==> src/rtl/ex_muldiv_sequencer.sv <==
// Multi-cycle MUL / DIVU / REMU unit for the EX stage.
// It holds the pipeline while an operation iterates, then pulses done for
// one cycle with the result.
//
// Ports:
//   clk     rising-edge clock
//   rst     asynchronous active-low reset
//   start   EX holds a multi-cycle instruction (level, sampled each edge)
//   op      00 MUL (low 32 bits), 01 DIVU quotient, 10 REMU remainder, 11 reserved
//   val1    multiplicand / dividend
//   val2    multiplier / divisor
//   flush   squash of the EX instruction; takes priority over start
//   stall   combinational: freeze PC, IF/ID and ID/EX
//   busy    iteration in progress
//   done    one-cycle pulse, result valid
//   result  last completed result, held until the next completion
module ex_muldiv_sequencer (
    input  logic        clk,
    input  logic        rst,
    input  logic        start,
    input  logic [1:0]  op,
    input  logic [31:0] val1,
    input  logic [31:0] val2,
    input  logic        flush,
    output logic        stall,
    output logic        busy,
    output logic        done,
    output logic [31:0] result
);

    localparam int unsigned DATA_W = 32;
    localparam int unsigned ACC_W  = 64;
    localparam int unsigned CNT_W  = 5;

    localparam logic [1:0] OP_MUL  = 2'b00;
    localparam logic [1:0] OP_DIVU = 2'b01;
    localparam logic [1:0] OP_RSVD = 2'b11;

    localparam logic [CNT_W-1:0] CNT_LAST = CNT_W'(DATA_W - 1);

    typedef enum logic [1:0] {
        ST_IDLE = 2'b00,
        ST_CALC = 2'b01,
        ST_DONE = 2'b10
    } state_e;

    state_e              state_q, state_d;
    logic [1:0]          op_q, op_d;
    logic [DATA_W-1:0]   a_q, a_d;
    logic [DATA_W-1:0]   b_q, b_d;
    logic [ACC_W-1:0]    acc_q, acc_d;
    logic [CNT_W-1:0]    cnt_q, cnt_d;
    logic [DATA_W-1:0]   result_q, result_d;
    logic                busy_q, busy_d;
    logic                done_q, done_d;

    // Single-step datapath shared by both algorithms
    logic                accept;
    logic                quick;
    logic [DATA_W-1:0]   quick_res;
    logic [ACC_W-1:0]    mul_nxt;
    logic [DATA_W:0]     rem_sh;
    logic                rem_ge;
    logic [DATA_W-1:0]   rem_sub;
    logic [ACC_W-1:0]    div_nxt;

    // Datapath: one shift-add or one restoring-divide step per cycle
    always_comb begin
        // MUL: acc += multiplicand << i when multiplier bit i (b_q LSB) is set
        mul_nxt = acc_q + (b_q[0] ? (ACC_W'(a_q) << cnt_q) : ACC_W'(0));

        // DIV: acc = {rem, quot}; dividend bits feed in MSB-first from a_q
        rem_sh  = {acc_q[ACC_W-1:DATA_W], a_q[DATA_W-1]};
        rem_ge  = (rem_sh >= (DATA_W+1)'(b_q));
        // When rem_ge holds, the true difference is below the divisor, so the
        // low 32 bits of the subtraction are exact.
        rem_sub = rem_sh[DATA_W-1:0] - b_q;
        if (rem_ge) begin
            div_nxt = {rem_sub, acc_q[DATA_W-2:0], 1'b1};
        end else begin
            div_nxt = {rem_sh[DATA_W-1:0], acc_q[DATA_W-2:0], 1'b0};
        end
    end

    // Operations that complete without iterating: reserved op and divide by zero
    always_comb begin
        accept = start && !flush;
        quick  = (op == OP_RSVD) || ((op != OP_MUL) && (val2 == '0));
        if (op == OP_RSVD) begin
            quick_res = '0;
        end else if (op == OP_DIVU) begin
            quick_res = '1;
        end else begin
            quick_res = val1;
        end
    end

    // Next-state and register-next logic
    always_comb begin
        state_d  = state_q;
        op_d     = op_q;
        a_d      = a_q;
        b_d      = b_q;
        acc_d    = acc_q;
        cnt_d    = cnt_q;
        result_d = result_q;

        case (state_q)
            ST_IDLE, ST_DONE: begin
                if (accept) begin
                    op_d  = op;
                    a_d   = val1;
                    b_d   = val2;
                    acc_d = '0;
                    cnt_d = '0;
                    if (quick) begin
                        state_d  = ST_DONE;
                        result_d = quick_res;
                    end else begin
                        state_d = ST_CALC;
                    end
                end else begin
                    state_d = ST_IDLE;
                end
            end
            ST_CALC: begin
                if (flush) begin
                    state_d = ST_IDLE;
                end else begin
                    if (op_q == OP_MUL) begin
                        acc_d = mul_nxt;
                        b_d   = b_q >> 1;
                    end else begin
                        acc_d = div_nxt;
                        a_d   = a_q << 1;
                    end
                    if (cnt_q == CNT_LAST) begin
                        state_d = ST_DONE;
                        if (op_q == OP_MUL) begin
                            result_d = mul_nxt[DATA_W-1:0];
                        end else if (op_q == OP_DIVU) begin
                            result_d = div_nxt[DATA_W-1:0];
                        end else begin
                            result_d = div_nxt[ACC_W-1:DATA_W];
                        end
                    end else begin
                        cnt_d = cnt_q + CNT_W'(1);
                    end
                end
            end
            default: begin
                state_d = ST_IDLE;
            end
        endcase

        busy_d = (state_d == ST_CALC);
        done_d = (state_d == ST_DONE);
    end

    // State and datapath registers
    always_ff @(posedge clk or negedge rst) begin
        if (!rst) begin
            state_q  <= ST_IDLE;
            op_q     <= '0;
            a_q      <= '0;
            b_q      <= '0;
            acc_q    <= '0;
            cnt_q    <= '0;
            result_q <= '0;
            busy_q   <= 1'b0;
            done_q   <= 1'b0;
        end else begin
            state_q  <= state_d;
            op_q     <= op_d;
            a_q      <= a_d;
            b_q      <= b_d;
            acc_q    <= acc_d;
            cnt_q    <= cnt_d;
            result_q <= result_d;
            busy_q   <= busy_d;
            done_q   <= done_d;
        end
    end

    // Stall must already be high in the cycle start is first seen; gated by
    // rst so start is ignored while the block is held in reset.
    assign stall  = rst && (((state_q == ST_IDLE) && start && !flush) ||
                            (state_q == ST_CALC));
    assign busy   = busy_q;
    assign done   = done_q;
    assign result = result_q;

endmodule
==> config.mk <==
export PLATFORM = sky130hd
export DESIGN_NAME = ex_muldiv_sequencer
export DESIGN_NICKNAME = d
export VERILOG_FILES = /design/src/rtl/ex_muldiv_sequencer.sv
export SDC_FILE = /design/constraint.sdc
export NUM_CORES = 1
export LEC_CHECK = 0
export ABC_CLOCK_PERIOD_IN_PS = 5900
export CAP_MARGIN = 5
export CORE_MARGIN = 2
export CORE_UTILIZATION = 45
export CTS_CLUSTER_DIAMETER = 200
export DETAILED_ROUTE_END_ITERATION = 10
export HOLD_SLACK_MARGIN = 0.02
export PLACE_DENSITY = 0.62
export SKIP_LAST_GASP = 1
export SLEW_MARGIN = 20
export SYNTH_ARGS = -nofsm -noshare
export SYNTH_HDL_FRONTEND = slang
export SYNTH_SLANG_ARGS = --single-unit
==> constraint.sdc <==
create_clock -name clk -period 5.9 [get_ports clk]
set_clock_uncertainty 0.05 [all_clocks]
set_input_delay 1.18 -clock clk [delete_from_list [all_inputs] [get_ports clk]]
set_output_delay 1.18 -clock clk [all_outputs]
set_load 0.03 [all_outputs]
==> flow_metrics.py, run 1 <==
metrics = {
    "sta": {
        "relSlewSlack": 0.247,
        "drv_slew": 0,
        "rsz0062_at_grt": "no",
        "setup_ws_ns": 0.263,
        "tightest_slew_ns": 1.10,
        "clock.fmax_mhz": 177,
        "setup_violations": 0,
        "finalHoldWorstSlack_ns": 0.413,
        "fin_crit_sh": 0.955,
        "finalSetupTns_ns": 0,
        "hold_viol_final": 0,
        "fin_crit_ns": 5.64,
    },
    "routing": {
        "firstDrtPassIters": 6,
        "ant_nets": 0,
        "vias": 17100,
        "drt_wl_total_mm": 66.3,
        "wl_per_cell_um": 24.7,
        "vias_per_cell": 6.37,
        "drtIter0Drc": 1928,
        "drc": 0,
    },
    "global_route": {
        "grtUsageMet1": 0.502,
        "overflow": 0,
        "grt_pass1_vias": 15700,
        "use_met3": 0.0611,
        "grt_busiest_layer": "met2",
        "antenna_found_initial": 0,
        "use_met2": 0.518,
        "grt_max_degree": 77,
        "track_usage": 0.347,
        "grt_pass1_wl_mm": 100,
    },
    "logic_synthesis": {
        "synth_most_common_cell": "nand2_1",
        "ys_types": 85,
        "synth_cells": 2173,
        "synth.area.top_cells": "dfrtp_1, nand2_1, ha_1",
        "synth_flop_cell": "dfrtp_1",
        "synth_area_leader_cell": "dfrtp_1",
        "syn_nets": 2342,
        "syn_area_um2": 16400,
        "ys_seq_area_frac": 0.260,
        "synth_edf_count": 0,
        "yosys_warnings": 0,
        "synth_commonest_cells": "nand2_1, nor2_1, a21oi_1",
        "syn_avg_cell_area_um2": 7.56,
        "ys_ff_latch": 171,
        "synth_top_area_frac": 0.260,
        "async_reset_ff_frac": 1.00,
    },
    "min_path": {
        "hold_depth": 2,
        "hold_path.class": "reg2reg",
    },
    "worst_setup_path": {
        "critPathArrivalTime_ns": 5.95,
        "worstPathRequired_ns": 6.22,
        "crit_path_end_kind": "flop",
        "worstSetupPathType": "reg2reg",
        "r2r.worst_path.cells": 16,
        "critPathLaunchType": "flop",
        "crit_fanout": 28,
    },
    "cells_and_area": {
        "diodes": 0,
        "drive_gt1_frac": 0.0744,
        "final_util": 0.517,
        "layout.cells.non_filler": 2680,
        "syn_to_final_growth_pct": 12.6,
        "nets": 2375,
    },
    "power": {
        "p_leak_nw": 7.88,
        "p_per_area_nw_per_um2": 558,
        "ir_worst_vdd_mv": 0.291,
    },
    "placed_design": {
        "globalplace.congestion": 0.984,
        "dp_cells": 2648,
        "port_buffers": 104,
        "hpwl_mm": 51.2,
        "dp_slack_ns": 0.328,
    },
    "run": {
        "maxCapViolCount": 0,
    },
    "cts": {
        "htreeDepth": 4,
        "cts_root_buf": "clkbuf_16",
        "clk_path_buf_depth": 2,
        "clock_latency_ns": 0.46,
        "cts_sinks": 171,
        "cts_tree": "built",
        "clkTransAtPathRegs_ns": 0.07,
        "numCtsBuffers": 17,
    },
    "die": {
        "fp-row-count": 69,
        "die_h_um": 195,
        "die-area_um2": 38000,
        "die_w_um": 195,
        "start_util": 0.460,
        "core_um2": 35700,
        "io_pins": 105,
    },
    "outcome": {
        "status": "complete, no violations",
    },
}
## per-layer routing
layer	wire, um	vias to the layer above
met5	0	-
met4	2370	0
met3	5640	100
met2	27900	789
met1	30400	8242
li1	-	7948
## worst paths after layout
path	from	endpoint	slack, ns
max reg2reg	cnt_q[0]	acc_q[57]	0.26
max in group asynchronous	rst	acc_q[62]	3.87
max	cnt_q[0]	acc_q[57]	0.26
min	result[14]	result[14]	0.41
min in group asynchronous	rst	busy	0.60
min reg2reg	result[14]	result[14]	0.41
## registers in the layout, summed over array words and instances, names as in the netlist
register  count
op_q          2
cnt_q         5
done          1
b_q          32
a_q          32
busy          1
state_q       2
acc_q        64
result       32
## logic make-up (layout without fill, tap and decap cells)
family | after synthesis | in the layout | synth area share
adder cells (fa/ha/maj) | 99 | 99 | 0.0763
XOR/XNOR | 85 | 85 | 0.0453
flip-flops | 171 | 171 | 0.260
multiplexers | 117 | 117 | 0.0855
AND/OR/NAND/NOR | 768 | 768 | 0.199
AO/OA/AOI/OAI | 722 | 722 | 0.282
buffers and inverters | 211 | 257 | 0.0512
## critical path, cell delays in order (launching register included)
cell	delay [ns]
dfrtp_4	0.66
buf_4	0.30
mux4_2	0.55
mux2i_1	0.27
mux2_2	0.24
nor2_1	0.04
o21a_1	0.24
ha_1	0.41
a21oi_1	0.25
o21ai_1	0.15
a2111oi_0	0.60
a31oi_1	0.22
a31oi_1	0.54
a211oi_2	0.21
o21ai_1	0.28
mux2_2	0.36
o21ai_0	0.14
## power by group
group	switching (mW)	internal (mW)	total, mW
Combinational	4.47	2.49	6.97
Clock	0.542	0.649	1.19
Sequential	0.588	1.57	2.16
## repair_timing
action / 4_1_cts / 5_1_grt
hold buffers: 0 / 0
buffers inserted: 0 / 0
gates resized for setup: 0 / 1
endpoints found under the setup margin: 0 / 4
## placed cells by master, fill, tap and decap left out, types with 17 or more instances in the layout
| cell | netlist | layout |
|---|---|---|
| nand3_1 | 34 | 34 |
| inv_1 | 69 | 69 |
| ha_1 | 97 | 97 |
| clkbuf_16 | 0 | 17 |
| xnor2_1 | 57 | 57 |
| o21ai_0 | 175 | 175 |
| nand2_1 | 353 | 352 |
| buf_4 | 1 | 49 |
| a21oi_1 | 182 | 180 |
| clkdlybuf4s50_1 | 0 | 103 |
| xor2_1 | 28 | 28 |
| nor2_1 | 250 | 249 |
| o22ai_1 | 19 | 19 |
| mux2i_1 | 74 | 74 |
| o221ai_1 | 28 | 28 |
| nand4_1 | 24 | 24 |
| mux2_2 | 27 | 27 |
| a31oi_1 | 81 | 80 |
| a21o_1 | 42 | 42 |
| o21a_1 | 22 | 22 |
| dfrtp_1 | 171 | 168 |
| a211oi_1 | 17 | 17 |
| nor3_1 | 23 | 23 |
## area by class of cell
cell class	count	area (um2)
inverter	71	267
clock inverter	9	111
multi-input combinational	1791	11400
clock buffer	23	468
fill	3509	17300
tap	461	577
timing repair buffer	154	1430
sequential	171	4290
## stage by stage
stage                     power, mW  instance area, um2
after floorplan                6.48               16400
after global placement         8.90               17900
after detailed placement       8.92               17900
after CTS                      10.1               18500
after global routing           10.9               18500
final                          10.3               18500
(Power assumes the default switching activity.)
==> run 2, diff against run 1 <==
--- a/config.mk
+++ b/config.mk
@@ -7,12 +7,12 @@
 export LEC_CHECK = 0
 export ABC_CLOCK_PERIOD_IN_PS = 5900
 export CAP_MARGIN = 5
-export CORE_MARGIN = 2
-export CORE_UTILIZATION = 45
+export CORE_MARGIN = 3
+export CORE_UTILIZATION = 50
 export CTS_CLUSTER_DIAMETER = 200
 export DETAILED_ROUTE_END_ITERATION = 10
 export HOLD_SLACK_MARGIN = 0.02
-export PLACE_DENSITY = 0.62
+export PLACE_DENSITY = 0.68
 export SKIP_LAST_GASP = 1
 export SLEW_MARGIN = 20
 export SYNTH_ARGS = -nofsm -noshare
==> run 2 against run 1 <==
  * Clock power barely moved
  * Count of clock-buffer cells in the layout fell by 5
  * Wire length fell by 1.9%
  * Core utilization rose by 6.0 points
  * Power fell by 0.88%
  * Maximum frequency rose by 2.8%
  * Flip-flop and latch count did not move
  * Setup slack improved by 0.15 ns
  * Non-clock buffer count fell by 4
  * Global-route usage rose by 1.7 points
  * Sequential power barely moved
  * Critical path type unchanged
  * Largest cell class unchanged
  * Largest power group unchanged
==> flow_metrics.py, run 2 (same netlist as run 1, synthesis figures left out) <==
metrics = {
    "worst_setup_path": {
        "crit_path_end": "acc_q[54]",
        "reg2reg_slack_ns": 0.42,
        "max_stage_delay_ns": 0.85,
        "worstSetupPathType": "reg2reg",
        "slowest_stage": "dfrtp_2",
        "crit_path_start": "cnt_q[0]",
        "critPathLaunchType": "flop",
        "worstPathRequired_ns": 6.15,
        "crit_fanout": 34,
        "r2r.worst_path.cells": 17,
        "r2r-start": "cnt_q[0]",
        "critPathArrivalTime_ns": 5.73,
        "crit_path_end_kind": "flop",
        "path_cells": "buf_4, mux4_2, mux2i_1, nand2_1, o21ai_0, mux2i_1, and2_1, ha_1, nand4_1, nor4_1, nand3_1, nor3_1, nand3_1, a21oi_1, a21oi_4, xor2_1, o221ai_1",
        "timing.rr.end": "acc_q[54]",
    },
    "sta": {
        "finalHoldWorstSlack_ns": 0.431,
        "fin_crit_sh": 0.929,
        "rsz0062_at_grt": "no",
        "hold_viol_final": 0,
        "clock.fmax_mhz": 182,
        "finalSetupTns_ns": 0,
        "setup_violations": 0,
        "relSlewSlack": 0.329,
        "fin_crit_ns": 5.48,
        "tightest_slew_ns": 0.979,
        "drv_slew": 0,
    },
    "cells_and_area": {
        "layout_common_cells": "nand2_1, nor2_1, a21oi_1",
        "final_common_cell": "nand2_1",
        "syn_to_final_growth_pct": 12.3,
        "nets": 2371,
        "regMostFlops": "acc_q",
        "largest_register_ff_count": 64,
        "drive_gt1_frac": 0.0745,
    },
    "cts": {
        "clock_latency_ns": 0.48,
        "htreeDepth": 4,
        "postCtsHoldBufs": 0,
        "numCtsBuffers": 17,
        "post_cts_buffers": 0,
        "clkTransAtPathRegs_ns": 0.08,
        "cts_root_buf": "clkbuf_16",
        "cts_resized": 0,
        "cts_sinks": 171,
        "cts_tree": "built",
        "clk_path_buf_depth": 2,
    },
    "power": {
        "p_leak_nw": 7.87,
        "p_per_area_nw_per_um2": 554,
        "ir_worst_vdd_mv": 0.340,
    },
    "placed_design": {
        "port_buffers": 104,
        "hpwl_mm": 50.6,
        "globalplace.congestion": 1.04,
    },
    "die": {
        "fp-row-count": 65,
        "die_h_um": 187,
        "die_w_um": 187,
        "die-area_um2": 35100,
        "start_util": 0.514,
        "io_pins": 105,
        "core_um2": 32000,
    },
    "global_route": {
        "antenna_found_initial": 2,
        "grt_pass1_wl_mm": 99.0,
        "grt_pass1_vias": 16000,
        "grt_max_degree": 70,
        "overflow": 0,
        "track_usage": 0.364,
    },
    "outcome": {
        "status": "complete, no violations",
    },
    "routing": {
        "drtIter0Drc": 2213,
        "firstDrtPassIters": 6,
        "vias": 17300,
        "vias_per_cell": 6.52,
        "wl_per_cell_um": 24.5,
        "ant_nets": 0,
        "drc": 0,
        "drt_wl_total_mm": 65.0,
    },
    "min_path": {
        "hold_path.class": "reg2reg",
    },
    "run": {
        "maxCapViolCount": 0,
    },
}
run 2: changes by cell type in the layout (fill, tap and decap cells not counted):
cell,previous run,this run
inv_8,0,3
buf_4,49,46
clkinv_2,2,1
clkinv_8,0,2
dfrtp_4,1,0
diode_2,0,2
nand2_1,352,351
buf_12,1,0
clkbuf_1,4,1
clkbuf_8,2,0
clkinv_4,1,2
nand2_2,1,2
dfrtp_2,2,3
run 2: critical path, delay by kind of cell (launching register included):
kind,cells,cell delay [ns]
AOI/OAI and AO/OA,4,0.94
and+or+nand+nor,7,1.55
xor gates and xnor gates,1,0.19
adders and majority gates,1,0.45
DFF,1,0.85
muxes,3,0.94
buffers and inverters,1,0.35
run 2: metal layers:
metal / track usage / vias to the layer above / part of all wire
met2: 0.522 / 908 / 0.41
li1: - / 7940 / -
met1: 0.540 / 8339 / 0.45
met5: 0 / - / 0.00020
met4: 0.0925 / 2 / 0.026
met3: 0.0982 / 110 / 0.11
run 2: how the worst min path moves through the flow:
stage | startpoint | end | cells after the start
4_1_cts | result[3] | result[3] | 2
3_5_place_dp | result[3] | result[3] | 2
3_3_place_gp | result[1] | result[1] | 2
2_1_floorplan | acc_q[31] | acc_q[31] | 2
5_1_grt | result[1] | result[1] | 2
6_report | result[3] | result[3] | 2
run 2: final cells by class:
| cell class | count | area (um2) |
|---|---|---|
| Clock inverter | 14 | 181 |
| Tap cell | 435 | 544 |
| Inverter | 71 | 267 |
| Fill cell | 3024 | 13500 |
| Timing Repair Buffer | 150 | 1390 |
| Antenna cell | 2 | 5.00 |
| Clock buffer | 18 | 429 |
| Sequential cell | 171 | 4280 |
| Multi-Input combinational cell | 1791 | 11400 |
run 2: per-stage QoR:
step                cell area [um2]   util  total power, mW  std cells  worst slack [ns]
detailed placement            17800  0.558             8.77       2618             0.541
global route                  18400  0.577             10.9       2650            0.0826
floorplan                     16400      -             6.48       2173              1.40
global placement              17800  0.558             8.71       2618             0.583
CTS                           18400  0.577             10.0       2650             0.512
finish                        18500  0.577             10.2       2652             0.417
run 2: power breakdown:
part	internal, mW	switching (mW)	leakage [nW]	total [mW]
clock	0.642	0.582	0.292	1.22
sequential	1.57	0.582	2.12	2.15
combinational	2.45	4.40	5.46	6.85
